==> src/rtl/sdram_stream_writer.sv <==
// rtl/sdram_stream_writer.sv - packs a word stream into fixed-length SDRAM write bursts
// Define SDRAM_STREAM_WRITER_FLUSH_EN to pad and emit a frame's trailing partial burst instead of dropping it.
module sdram_stream_writer #(
  parameter int ADDR_WIDTH   = 24,
  parameter int DATA_WIDTH   = 16,
  parameter int BURST_LENGTH = 8
) (
  input  logic                  clk_axi,
  input  logic                  rstn_axi,
  input  logic                  enable_i,
  input  logic [ADDR_WIDTH-1:0] base_addr_i,
  input  logic                  s_valid,
  output logic                  s_ready,
  input  logic [DATA_WIDTH-1:0] s_data,
  input  logic                  s_last,
  output logic                  writer_valid,
  input  logic                  writer_ready,
  output logic [ADDR_WIDTH-1:0] writer_addr,
  output logic [DATA_WIDTH-1:0] writer_data,
  output logic [1:0]            writer_dqm_o,
  output logic                  frame_done_o,
  output logic                  align_err_o
);

  localparam int CW = $clog2(BURST_LENGTH);

  typedef enum logic [1:0] {FILL, ISSUE_ADDR, SEND_DATA} state_t;

  state_t                state;
  logic [DATA_WIDTH-1:0] burst_buf [BURST_LENGTH];
  logic [CW:0]           fill_cnt;
  logic [CW-1:0]         beat_cnt;
  logic [ADDR_WIDTH-1:0] cur_addr;
  logic                  frame_start;
  logic                  last_seen;
  logic                  armed;
  logic                  accept;
  logic                  beat_used;
  logic                  fill_last;
  logic                  beat_last;

  // armed keeps s_ready low while reset is held and for the first edge after release.
  assign s_ready      = armed && enable_i && (state == FILL);
  assign accept       = s_valid && s_ready;
  assign writer_valid = (state != FILL);
  assign beat_used    = ({1'b0, beat_cnt} < fill_cnt);
  assign fill_last    = (fill_cnt == (CW+1)'(BURST_LENGTH - 1));
  assign beat_last    = (beat_cnt == CW'(BURST_LENGTH - 1));

  assign writer_addr  = (state == ISSUE_ADDR) ? cur_addr : '0;
  assign writer_data  = (state == SEND_DATA && beat_used) ? burst_buf[beat_cnt] : '0;
  assign writer_dqm_o = (state == SEND_DATA && !beat_used) ? 2'b11 : 2'b00;

  always_ff @(posedge clk_axi) begin
    if (accept) begin
      burst_buf[fill_cnt[CW-1:0]] <= s_data;
    end
  end

  always_ff @(posedge clk_axi or negedge rstn_axi) begin
    if (!rstn_axi) begin
      state        <= FILL;
      fill_cnt     <= '0;
      beat_cnt     <= '0;
      cur_addr     <= '0;
      frame_start  <= 1'b1;
      last_seen    <= 1'b0;
      armed        <= 1'b0;
      frame_done_o <= 1'b0;
      align_err_o  <= 1'b0;
    end else begin
      armed        <= 1'b1;
      frame_done_o <= 1'b0;
      case (state)
        FILL: begin
          if (accept) begin
            if (frame_start) begin
              cur_addr    <= base_addr_i;
              frame_start <= 1'b0;
            end
            last_seen <= s_last;
            if (fill_last) begin
              fill_cnt <= fill_cnt + 1'b1;
              state    <= ISSUE_ADDR;
            end else if (s_last) begin
`ifdef SDRAM_STREAM_WRITER_FLUSH_EN
              fill_cnt <= fill_cnt + 1'b1;
              state    <= ISSUE_ADDR;
`else
              // Fragment is discarded; the frame still reports completion.
              fill_cnt     <= '0;
              frame_start  <= 1'b1;
              last_seen    <= 1'b0;
              align_err_o  <= 1'b1;
              frame_done_o <= 1'b1;
`endif
            end else begin
              fill_cnt <= fill_cnt + 1'b1;
            end
          end
        end
        ISSUE_ADDR: begin
          if (writer_ready) begin
            state    <= SEND_DATA;
            beat_cnt <= '0;
          end
        end
        SEND_DATA: begin
          if (writer_ready) begin
            if (beat_last) begin
              state    <= FILL;
              fill_cnt <= '0;
              beat_cnt <= '0;
              cur_addr <= cur_addr + ADDR_WIDTH'(BURST_LENGTH);
              if (last_seen) begin
                frame_done_o <= 1'b1;
                frame_start  <= 1'b1;
                last_seen    <= 1'b0;
              end
            end else begin
              beat_cnt <= beat_cnt + 1'b1;
            end
          end
        end
        default: state <= FILL;
      endcase
    end
  end

endmodule

==> config.mk <==
export PLATFORM = sky130hd
export DESIGN_NAME = sdram_stream_writer
export DESIGN_NICKNAME = d
export VERILOG_FILES = /design/src/rtl/sdram_stream_writer.sv
export SDC_FILE = /design/constraint.sdc
export NUM_CORES = 1
export LEC_CHECK = 0
export BUFFER_PORTS_ARGS = -buffer_cell sky130_fd_sc_hd__buf_2
export CORE_MARGIN = 4
export CORE_UTILIZATION = 37
export DETAILED_ROUTE_END_ITERATION = 10
export PLACE_DENSITY = 0.61
export SYNTH_ARGS = -nofsm -noshare
export SYNTH_HDL_FRONTEND = slang
export SYNTH_SLANG_ARGS = --single-unit
==> constraint.sdc <==
create_clock -name clk_axi -period 3.5 [get_ports clk_axi]
set_clock_uncertainty 0.2 [all_clocks]
set_input_delay 0.175 -clock clk_axi [delete_from_list [all_inputs] [get_ports clk_axi]]
set_output_delay 0.175 -clock clk_axi [all_outputs]
set_load 0.02 [all_outputs]
==> flow_summary.rst <==
.. list-table::
   :header-rows: 1

   * - Metric
     - Value
   * - Time the worst path needs with I/O delays and setup
     - 2.99 ns
   * - Largest fanout of any net on the critical path
     - 17
   * - First-pass iteration count of the detailed router
     - 5
   * - Area delta synth->final
     - 24.6%
   * - Post-synthesis instance area
     - 7440 um^2
   * - Most frequent cell on the critical path
     - a21o_1
   * - Number of clock buffers inserted by TritonCTS
     - 17
   * - Initial core utilization
     - 38.0%
   * - Worst slew margin relative to its limit
     - 37.6%
   * - Final setup viols
     - 0
   * - Post-synth EDFFs
     - 128
   * - Placed Instances
     - 847
   * - Clock slew seen by the registers of the worst setup and hold paths
     - 0.07 ns
   * - Die footprint
     - 22400 um^2
   * - Mapped Cells
     - 505
   * - TritonCTS clock tree
     - yes
   * - Horiz. Die Dim
     - 150 um
   * - Crit path launch type
     - flop
   * - WL per Instance
     - 19.5 um
   * - Global-route wire length before repair
     - 28300 um
   * - Antenna Cells
     - 0
   * - Hold Crit Endpoint
     - state[0]
   * - Worst setup slack after placement
     - 0.854 ns
   * - Crit Reg-Reg Endpoint
     - cur_addr[19]
   * - IO Port Bufs
     - 91
   * - Worst path cell trace
     - buf_4 -> nand2b_1 -> a21o_1 -> a21o_1 -> and3_1 -> buf_2
   * - Vias per cell
     - 5.31
   * - Class of the most critical setup path
     - flop to primary output
   * - Num Clock Sinks
     - 166
   * - Static leakage
     - 3.37 nW
   * - Most frequent cells in the layout
     - edfxtp_1 (128), buf_2 (91), dlygate4sd3_1 (43)
   * - Setup repair after global routing missed its margin
     - no
   * - Via count of the first global-routing pass
     - 5145
   * - Most common library cell in the layout ignoring fill and taps
     - edfxtp_1
   * - Count of vias placed by the detailed router
     - 4899
   * - Count of cell types in the netlist
     - 62
   * - Post-route non-filler standard cell count
     - 922
   * - CTS Root Buffer Type
     - clkbuf_16
   * - Layout cell share with drive strength beyond 1
     - 29.8%
   * - Slew Limit Fails
     - 0
   * - Total negative slack for setup checks
     - 0 ns
   * - Dominant synthesized flop cell
     - edfxtp_1
   * - Number of synthesized register bits
     - 166
   * - Die span in y
     - 150 um
   * - Min-delay worst type
     - primary input to flop
   * - Result of the run
     - finished, final reports clean
   * - Worst vdd ir
     - 350 uV
   * - Cells resized by post-CTS repair
     - 0
   * - R2R Path Start
     - beat_cnt[0]
   * - Number of rows in the core area
     - 51
   * - Crit path buffers/inverters
     - 2
   * - Max-cap violations
     - 0
   * - Core area
     - 19600 um^2
   * - Worst hold path startpoint
     - enable_i
   * - Power density over cell area
     - 510 nW/um^2
   * - RePlAce Congestion
     - 0.863
   * - Yosys warning count
     - 0
   * - Number of antenna violations at the first check in global routing
     - 0
   * - Number of nets with antenna violations after detailed routing
     - 0
   * - Setup slack after layout
     - 0.512 ns
   * - GRT Total Usage
     - 16.6%
   * - Crit path largest cell delay
     - 0.61 ns
   * - Violation count after the first detailed-routing iteration
     - 415
   * - Number of stages on the worst hold path
     - 5
   * - Final hold violations
     - 0
   * - Cells on worst reg2reg path
     - 6
   * - Number of levels in the clock H-tree
     - 4
   * - Data required time of the critical path
     - 3.12 ns
   * - Maximum number of pins on one net before global-route repair
     - 43
   * - I/O pin total
     - 92
   * - Skew-Pair Late Insertion Delay
     - 0.42 ns
   * - Fraction of the cycle the final worst path needs
     - 85.4%
   * - Maximum clock insertion buffer count
     - 2
   * - Top delay family on crit path
     - compound AO/OA/AOI/OAI gates
   * - Overflow left after global routing
     - 0
   * - Sequential cell area fraction in the yosys report
     - 64.5%
   * - Post-Synthesis Mean Instance Area
     - 14.7 um^2
   * - Aggregate routed wire length
     - 18000 um
   * - Layout Nets
     - 696
   * - Cell with the largest stage delay on the worst path
     - a21o_1
   * - Number of fill cells in the layout
     - 1731
   * - Crit end category
     - primary output
   * - Transition time at the pin with the least slew margin
     - 0.928 ns
   * - Worst reg-to-reg setup slack
     - 0.86 ns
   * - Dpl hpwl
     - 11400 um
   * - Mapped Nets
     - 557
   * - FFs w/ async S/R, synth
     - 22.9%
   * - Arr. time, crit path
     - 2.61 ns
   * - Detailed-route DRC error count
     - 0
   * - Highest Clock Rate
     - 0.335 GHz
-- through the flow --
| step | power [mW] | hold WS [ns] | utilization (%) | instance area, um^2 |
|---|---|---|---|---|
| 2_1_floorplan | 2.70 | -0.321 | - | 7440 |
| 3_3_place_gp | 2.87 | 0.141 | 42.1 | 8250 |
| 3_5_place_dp | 2.90 | 0.160 | 42.1 | 8250 |
| 4_1_cts | 4.75 | 0.0445 | 47.3 | 9270 |
| 5_1_grt | 4.93 | 0.0924 | 47.3 | 9270 |
| 6_report | 4.72 | 0.0481 | 47.3 | 9270 |
-- cells in the mapped netlist, drive strengths merged (2+ instances only) --
| cell | count | area share [%] |
|---|---|---|
| a211oi | 21 | 2.1 |
| a21o | 4 | 0.40 |
| a21oi | 26 | 1.7 |
| a22o | 7 | 0.82 |
| a22oi | 2 | 0.20 |
| a311oi | 4 | 0.47 |
| and2 | 24 | 2.0 |
| and3 | 4 | 0.35 |
| and4 | 3 | 0.35 |
| buf | 14 | 1.1 |
| clkbuf | 19 | 1.1 |
| dfrtp | 37 | 12 |
| edfxtp | 128 | 52 |
| ha | 6 | 1.0 |
| inv | 7 | 0.35 |
| mux2i | 19 | 2.6 |
| mux4 | 32 | 9.7 |
| nand2 | 36 | 1.8 |
| nand2b | 2 | 0.17 |
| nand3 | 15 | 1.1 |
| nand4 | 4 | 0.34 |
| nor2 | 16 | 0.81 |
| nor2b | 2 | 0.17 |
| nor3 | 11 | 0.74 |
| nor3b | 2 | 0.27 |
| nor4 | 4 | 0.54 |
| o211ai | 4 | 0.40 |
| o21ai | 15 | 1.0 |
| o21bai | 3 | 0.30 |
| o22ai | 8 | 0.67 |
| o31ai | 3 | 0.30 |
| or3 | 3 | 0.34 |
-- metal layers --
layer / GRT usage (%) / routed length (um)
met5: 0 / 0
met4: 4.48 / 199
met3: 4.00 / 1080
met2: 27.8 / 8740
met1: 21.7 / 7960
-- state kept, by name (all words and copies together), names as in the netlist --
name / flops
burst_buf: 128
cur_addr: 24
fill_cnt: 4
beat_cnt: 3
state: 2
align_err_o: 1
armed: 1
frame_done_o: 1
frame_start: 1
last_seen: 1
-- layout make-up --
class	instances	area, um^2	area share (%)
Tap cell	265	332	3.58
Clock inverter	15	163	1.76
Multi-Input combinational cell	298	2480	26.7
Sequential cell	166	4800	51.8
Inverter	8	30.0	0.324
Clock buffer	17	425	4.59
Timing Repair Buffer	153	1040	11.2
-- tightest hold or removal path: cells and delay by family --
| family | cells | cell delay [ns] |
|---|---|---|
| AND/OR/NAND/NOR | 3 | 0.20 |
| AO/OA/AOI/OAI | 1 | 0.13 |
| buffers and inverters | 1 | 0.12 |
-- power by group --
part	switching, mW	internal (mW)	total, mW
Clock	0.872	0.954	1.83
Combinational	0.301	0.215	0.516
Sequential	0.143	2.24	2.38
Total	1.32	3.41	4.72
-- logic make-up after synthesis --
family | synth area share (%)
other | 0.0504
multiplexers | 12.2
adder cells (fa/ha/maj) | 1.01
AND/OR/NAND/NOR | 9.94
flip-flops | 64.5
AO/OA/AOI/OAI | 9.69
buffers and inverters | 2.56
-- worst max-delay path by stage --
stage                           start              end  slack, ns  cells after the start
after floorplan              state[1]  burst_buf[0][0]       0.17                      4
after global placement    beat_cnt[0]  writer_dqm_o[0]       0.90                      6
after detailed placement  beat_cnt[0]     cur_addr[19]       0.85                      6
after CTS                 beat_cnt[0]  writer_dqm_o[0]       0.42                      6
after global routing      beat_cnt[0]  writer_dqm_o[1]       0.32                      6
final                     beat_cnt[0]  writer_dqm_o[0]       0.51                      6
-- timing repair --
item | CTS | global route
setup endpoints to repair | 0 | 0
hold buffers | 43 | 0
endpoints found under the hold margin | 198 | 0
setup buffers | 0 | 0
(Power assumes the default switching activity.)
